`src/rtl/room_pkg.sv`:
```
// Shared constants and types for the room input debouncer.
package room_pkg;

  localparam int unsigned N_ROOMS      = 12;
  localparam int unsigned TICK_DIV_DEF = 50000;
  localparam int unsigned DB_TICKS_DEF = 10;

  typedef enum logic [0:0] {
    DB_IDLE = 1'b0,
    DB_QUAL = 1'b1
  } db_state_t;

endpackage

```
`src/rtl/room_debounce_ch.sv`:
```
// One debounce channel: two-flop synchroniser, IDLE/QUAL qualifier and tick counter.
// commit_c pulses in the cycle the synchronised input has differed from level for DB_TICKS ticks.
module room_debounce_ch
  import room_pkg::*;
#(
  parameter int unsigned DB_TICKS = DB_TICKS_DEF
) (
  input  logic clk,
  input  logic rst,
  input  logic sw,
  input  logic tick,
  input  logic level,
  output logic commit_c
);

  localparam int unsigned TC_W = $clog2(DB_TICKS + 1);

  logic [1:0]      sync_q;
  logic            s;
  db_state_t       state;
  db_state_t       state_nxt;
  logic [TC_W-1:0] count;
  logic [TC_W-1:0] count_nxt;

  assign s = sync_q[1];

  always_ff @(posedge clk) begin
    if (rst) begin
      sync_q <= '0;
      state  <= DB_IDLE;
      count  <= '0;
    end else begin
      sync_q <= {sync_q[0], sw};
      state  <= state_nxt;
      count  <= count_nxt;
    end
  end

  // A tick coinciding with QUAL entry is ignored because entry happens from IDLE.
  always_comb begin
    state_nxt = state;
    count_nxt = count;
    commit_c  = 1'b0;
    case (state)
      DB_IDLE: begin
        if (s != level) begin
          state_nxt = DB_QUAL;
          count_nxt = '0;
        end
      end
      DB_QUAL: begin
        if (s == level) begin
          state_nxt = DB_IDLE;
          count_nxt = '0;
        end else if (tick) begin
          if (count == TC_W'(DB_TICKS - 1)) begin
            commit_c  = 1'b1;
            state_nxt = DB_IDLE;
            count_nxt = '0;
          end else begin
            count_nxt = count + TC_W'(1);
          end
        end
      end
      default: begin
        state_nxt = DB_IDLE;
        count_nxt = '0;
      end
    endcase
  end

endmodule

```
`src/rtl/room_input_debounce.sv`:
```
// Debounces N_CH raw room inputs into clean levels with per-channel change pulses.
// Optional sticky change flags are built when ROOM_DEBOUNCE_STICKY_EN is defined.
module room_input_debounce
  import room_pkg::*;
#(
  parameter int unsigned N_CH     = N_ROOMS,
  parameter int unsigned TICK_DIV = TICK_DIV_DEF,
  parameter int unsigned DB_TICKS = DB_TICKS_DEF,
  parameter int unsigned CNT_W    = $clog2(TICK_DIV)
) (
  input  logic            iCLK,
  input  logic            iRST,
  input  logic [N_CH-1:0] iSW,
  output logic [N_CH-1:0] oCASE,
  output logic            oCHANGE,
  output logic [N_CH-1:0] oCHANGE_MASK
`ifdef ROOM_DEBOUNCE_STICKY_EN
  ,
  input  logic            iCLR_STICKY,
  output logic [N_CH-1:0] oSTICKY
`endif
);

  logic [CNT_W-1:0] pre_cnt;
  logic             tick_c;
  logic [N_CH-1:0]  commit_c;

  assign tick_c = (pre_cnt == CNT_W'(TICK_DIV - 1));

  // Free-running prescaler shared by all channels.
  always_ff @(posedge iCLK) begin
    if (iRST) begin
      pre_cnt <= '0;
    end else if (tick_c) begin
      pre_cnt <= '0;
    end else begin
      pre_cnt <= pre_cnt + CNT_W'(1);
    end
  end

  for (genvar k = 0; k < N_CH; k++) begin : g_ch
    room_debounce_ch #(
      .DB_TICKS(DB_TICKS)
    ) u_ch (
      .clk     (iCLK),
      .rst     (iRST),
      .sw      (iSW[k]),
      .tick    (tick_c),
      .level   (oCASE[k]),
      .commit_c(commit_c[k])
    );
  end

  // A commit always means the synchronised input differs from the level, so it flips the bit.
  always_ff @(posedge iCLK) begin
    if (iRST) begin
      oCASE        <= '0;
      oCHANGE_MASK <= '0;
      oCHANGE      <= 1'b0;
    end else begin
      oCASE        <= oCASE ^ commit_c;
      oCHANGE_MASK <= commit_c;
      oCHANGE      <= |commit_c;
    end
  end

`ifdef ROOM_DEBOUNCE_STICKY_EN
  // Set has priority over clear.
  always_ff @(posedge iCLK) begin
    if (iRST) begin
      oSTICKY <= '0;
    end else begin
      oSTICKY <= commit_c | (iCLR_STICKY ? '0 : oSTICKY);
    end
  end
`endif

endmodule

```
`config.mk`:
```
export PLATFORM = sky130hd
export DESIGN_NAME = room_input_debounce
export DESIGN_NICKNAME = d
export VERILOG_FILES = /design/src/rtl/room_pkg.sv /design/src/rtl/room_debounce_ch.sv /design/src/rtl/room_input_debounce.sv
export SDC_FILE = /design/constraint.sdc
export NUM_CORES = 1
export LEC_CHECK = 0
export ABC_CLOCK_PERIOD_IN_PS = 5300
export BUFFER_PORTS_ARGS = -buffer_cell sky130_fd_sc_hd__buf_2
export CAP_MARGIN = 15
export CORE_ASPECT_RATIO = 2
export CORE_MARGIN = 5
export CORE_UTILIZATION = 65
export DETAILED_ROUTE_END_ITERATION = 7
export PLACE_DENSITY_LB_ADDON = 0.05
export SLEW_MARGIN = 20
export SYNTH_ARGS = -nofsm -noshare
export SYNTH_HDL_FRONTEND = slang
export SYNTH_HIERARCHICAL = 1
export SYNTH_SLANG_ARGS = --single-unit
```
`constraint.sdc`:
```
create_clock -name iCLK -period 5.3 [get_ports iCLK]
set_input_delay 0.795 -clock iCLK [delete_from_list [all_inputs] [get_ports iCLK]]
set_output_delay 0.795 -clock iCLK [all_outputs]
set_load 0.005 [all_outputs]
```
==> impl_metrics.csv <==
group,metric,value,unit
run_status,status,"finished, final reports clean",
setup_path,crit_fanout,22,
min_path,hold_end,"g_ch[1].u_ch/sync_q[1]$_SDFF_PP0_",
setup_path,r2r-start,"pre_cnt[0]$_SDFF_PP0_",
sta,finalClockSkew,0.00665,ns
detailed_routing,wl_met2,6730,um
min_path,min_from,"g_ch[1].u_ch/sync_q[0]$_SDFF_PP0_",
finish,area_delta_synth_final,16.8,%
finish,stdcell_area,0.00682,sq mm
setup_path,startpoint_type,"register",
power_and_ir_drop,combPwrFrac,2.8,%
logic_synthesis,ys_ff_latch,125,
detailed_routing,wl_met1,4300,um
detailed_routing,drc,0,
placed_design,placed_area,0.00611,sq mm
cts,numCtsBuffers,17,
floorplan,die-area,0.0111,sq mm
power_and_ir_drop,powerDensity,351,mW/mm^2
placed_design,dpl.hpwl,8080,um
cts,clkLatencyLatePin,0.41,ns
finish,final_nets,685,
setup_path,crit_family,"simple AND/OR/NAND/NOR gates",
finish,utilization,76.7,%
setup_path,crit_chain,"ha_1 > and3_1 > and4_1 > buf_4 > or2_1 > nor2_1",
placed_design,port_buffers,38,
power_and_ir_drop,power.internal,1920,uW
power_and_ir_drop,vdd_drop_max,360,uV
sta,tns,0,ns
floorplan,die_w,77.0,um
sta,tightest_slew,1.02,ns
finish,drive_gt1_share,16.2,%
setup_path,path_buf_inv,1,
cts,path_clk_slew,0.05,ns
power_and_ir_drop,swShare,19.6,%
logic_synthesis,yosysSeqAreaShare,42.9,%
detailed_routing,wl,11700,um
detailed_routing,vias_per_cell,5.89,
floorplan,start_util,65.6,%
sta,finalSetupViolCount,0,
detailed_routing,drtIter0Drc,221,
cts,htreeDepth,4,
detailed_routing,via_count,4485,
cts,cts_repair_resize_count,0,
setup_path,slowest_stage,"or2_1",
floorplan,ios,39,
setup_path,critPathArrivalTime,3.10,ns
sta,timing_hold_violations_final,0,
global_route,overflow,0,
logic_synthesis,ys_types,35,
placed_design,place_congestion,0.899,
sta,rsz0062_at_grt,"no",
cts,clock_path_buffers,2,
detailed_routing,routedWlPerCell,15.4,um
setup_path,worst_r2r_path_depth,6,
logic_synthesis,syn_avg_cell_area,9.84,sq um
finish,fillers,656,
cts,cts_hold_buf,0,
sta,period_share,53.8,%
detailed_routing,dr_wl_met3,379,um
cts,post_cts_buffers,0,
floorplan,num_rows,49,
detailed_routing,top_layer,"met4",
power_and_ir_drop,sequentialPowerShare,40.2,%
logic_synthesis,syn_nets,632,
sta,drv_slew,0,
global_route,grt_start_max_net_pins,53,
sta,period_needed,2.85,ns
cts,cts_tree,"built",
detailed_routing,firstDrtPassIters,5,
setup_path,r2r_slack,2.45,ns
job,drv_cap,0,
power_and_ir_drop,cellLeakagePower,0.00260,uW
floorplan,dieHeight,144,um
global_route,antenna_found_initial,0,
cts,cts_sinks,125,
logic_synthesis,syn_area,0.00583,sq mm
power_and_ir_drop,power_frac_clock,57.0,%
cts,root_buffer,"clkbuf_16",
setup_path,r2r-end,"pre_cnt[15]$_SDFF_PP0_",
setup_path,worstPathRequired,5.55,ns
setup_path,path_class,"register to register",
min_path,hp-class,"register to register",
logic_synthesis,yosys_warnings,6,
finish,n_antenna_cell,0,
sta,fmax,0.351,GHz
setup_path,critPathMaxStageDelay,0.82,ns
setup_path,cp-end-kind,"register",
logic_synthesis,syn-instance-count,593,
global_route,grt_pass1_vias,4503,
floorplan,core_area,0.00889,sq mm
min_path,hold_depth,1,
power_and_ir_drop,p_sw,469,uW
detailed_routing,antenna_left,0,
global_route,grt_pass1_wl,20100,um
sta,slew_headroom,32.0,%
global_route,grtUsageTotal,22.3,%
==> metal layers <==
layer / up-vias / GRT usage (%)
li1: 2221 / -
met1: 2143 / 21.2
met2: 90 / 43.0
met3: 31 / 5.61
met4: 0 / 11.6
met5: - / 0
==> worst max path at each step <==
stage / startpoint / to / depth (start not counted)
floorplan: pre_cnt[0]$_SDFF_PP0_ / oCASE[4]$_SDFF_PP0_ / 7
global placement: pre_cnt[0]$_SDFF_PP0_ / oCHANGE$_SDFF_PP0_ / 8
detailed placement: pre_cnt[0]$_SDFF_PP0_ / pre_cnt[5]$_SDFF_PP0_ / 6
CTS: pre_cnt[0]$_SDFF_PP0_ / pre_cnt[15]$_SDFF_PP0_ / 6
global route: pre_cnt[0]$_SDFF_PP0_ / oCHANGE$_SDFF_PP0_ / 8
finish: pre_cnt[0]$_SDFF_PP0_ / pre_cnt[15]$_SDFF_PP0_ / 6
==> synthesized netlist by cell type, drive strengths merged <==
cell | count | area (sq um)
clkbuf | 2 | 7.51
o221ai | 24 | 210
nor4 | 8 | 50.1
nand3 | 17 | 90.1
nor4b | 1 | 8.76
buf | 4 | 47.5
inv | 39 | 146
a211o | 12 | 105
xnor2 | 36 | 405
xor2 | 14 | 123
nor4bb | 2 | 20.0
nand2 | 26 | 97.6
o22ai | 12 | 75.1
nand4 | 29 | 181
nor3b | 12 | 90.1
ha | 25 | 313
mux2i | 24 | 285
and3 | 13 | 81.3
and4 | 1 | 8.76
nand2b | 12 | 75.1
nor2b | 48 | 300
nor2 | 54 | 268
dfxtp | 125 | 2500
a31oi | 1 | 6.26
nor3 | 27 | 135
and3b | 12 | 105
nand3b | 12 | 90.1
or2 | 1 | 6.26
==> logic make-up after synthesis <==
group                      count (synthesis)  synth area share (%)
buffers and inverters                     45                  3.45
muxes                                     24                  4.89
and+or+nand+nor                          275                  27.6
adders and majority gates                 25                  5.36
DFF                                      125                  42.9
AOI/OAI and AO/OA                         49                  6.80
xor gates and xnor gates                  50                  9.05
==> state kept, by name (all words and copies together), names as in the netlist <==
name,flops
g_ch.u_ch/count,48
g_ch.u_ch/sync_q,24
pre_cnt,16
g_ch.u_ch/state,12
oCASE,12
oCHANGE_MASK,12
oCHANGE,1
==> cell usage in the layout, fill, tap and decap left out, drive strengths merged, types with 12 or more instances in the layout <==
cell type / count
inv: 39
xor2: 14
o22ai: 12
xnor2: 36
o221ai: 24
nand3: 17
nor3: 27
buf: 40
nor3b: 12
clkbuf: 18
nand2b: 12
mux2i: 24
dfxtp: 125
and3: 13
nor2: 54
nor2b: 48
a211o: 12
nand2: 26
and3b: 12
nand3b: 12
ha: 25
nand4: 29
==> through the flow <==
step | cells | setup WS [ns] | total power, uW | hold WS (ns)
6_report | 761 | 2.45 | 2390 | 0.437
5_1_grt | 761 | 2.26 | 2470 | 0.454
4_1_cts | 761 | 2.46 | 2410 | 0.443
3_5_place_dp | 729 | 2.49 | 1050 | 0.427
3_3_place_gp | 729 | 2.60 | 1050 | 0.419
2_1_floorplan | 593 | 3.07 | 1030 | 0.414
==> layout make-up <==
type | count | area, sq um | share of cell area (%)
clock inverter | 14 | 265 | 3.89
clock buffer | 18 | 439 | 6.44
inverter | 39 | 146 | 2.15
sequential | 125 | 2500 | 36.7
multi-input combinational | 423 | 3130 | 45.9
timing repair buffer | 40 | 205 | 3.01
tap | 102 | 128 | 1.87
==> worst reg2reg max path: stages (launching register included) <==
cell and delay, ns:
dfxtp_1 0.39, ha_1 0.24, and3_1 0.23, and4_1 0.54
buf_4 0.35, or2_1 0.82, nor2_1 0.12
==> power by group through the flow <==
| stage | combinational (uW) | sequential [uW] | clock [uW] |
|---|---|---|---|
| 4_1_cts | 66.9 | 963 | 1380 |
| 2_1_floorplan | 47.6 | 981 | 0 |
| 3_3_place_gp | 63.8 | 982 | 0 |
| 3_5_place_dp | 65.6 | 983 | 0 |
| 5_1_grt | 74.4 | 964 | 1430 |
| 6_report | 66.9 | 963 | 1360 |
(Power assumes the default switching activity.)
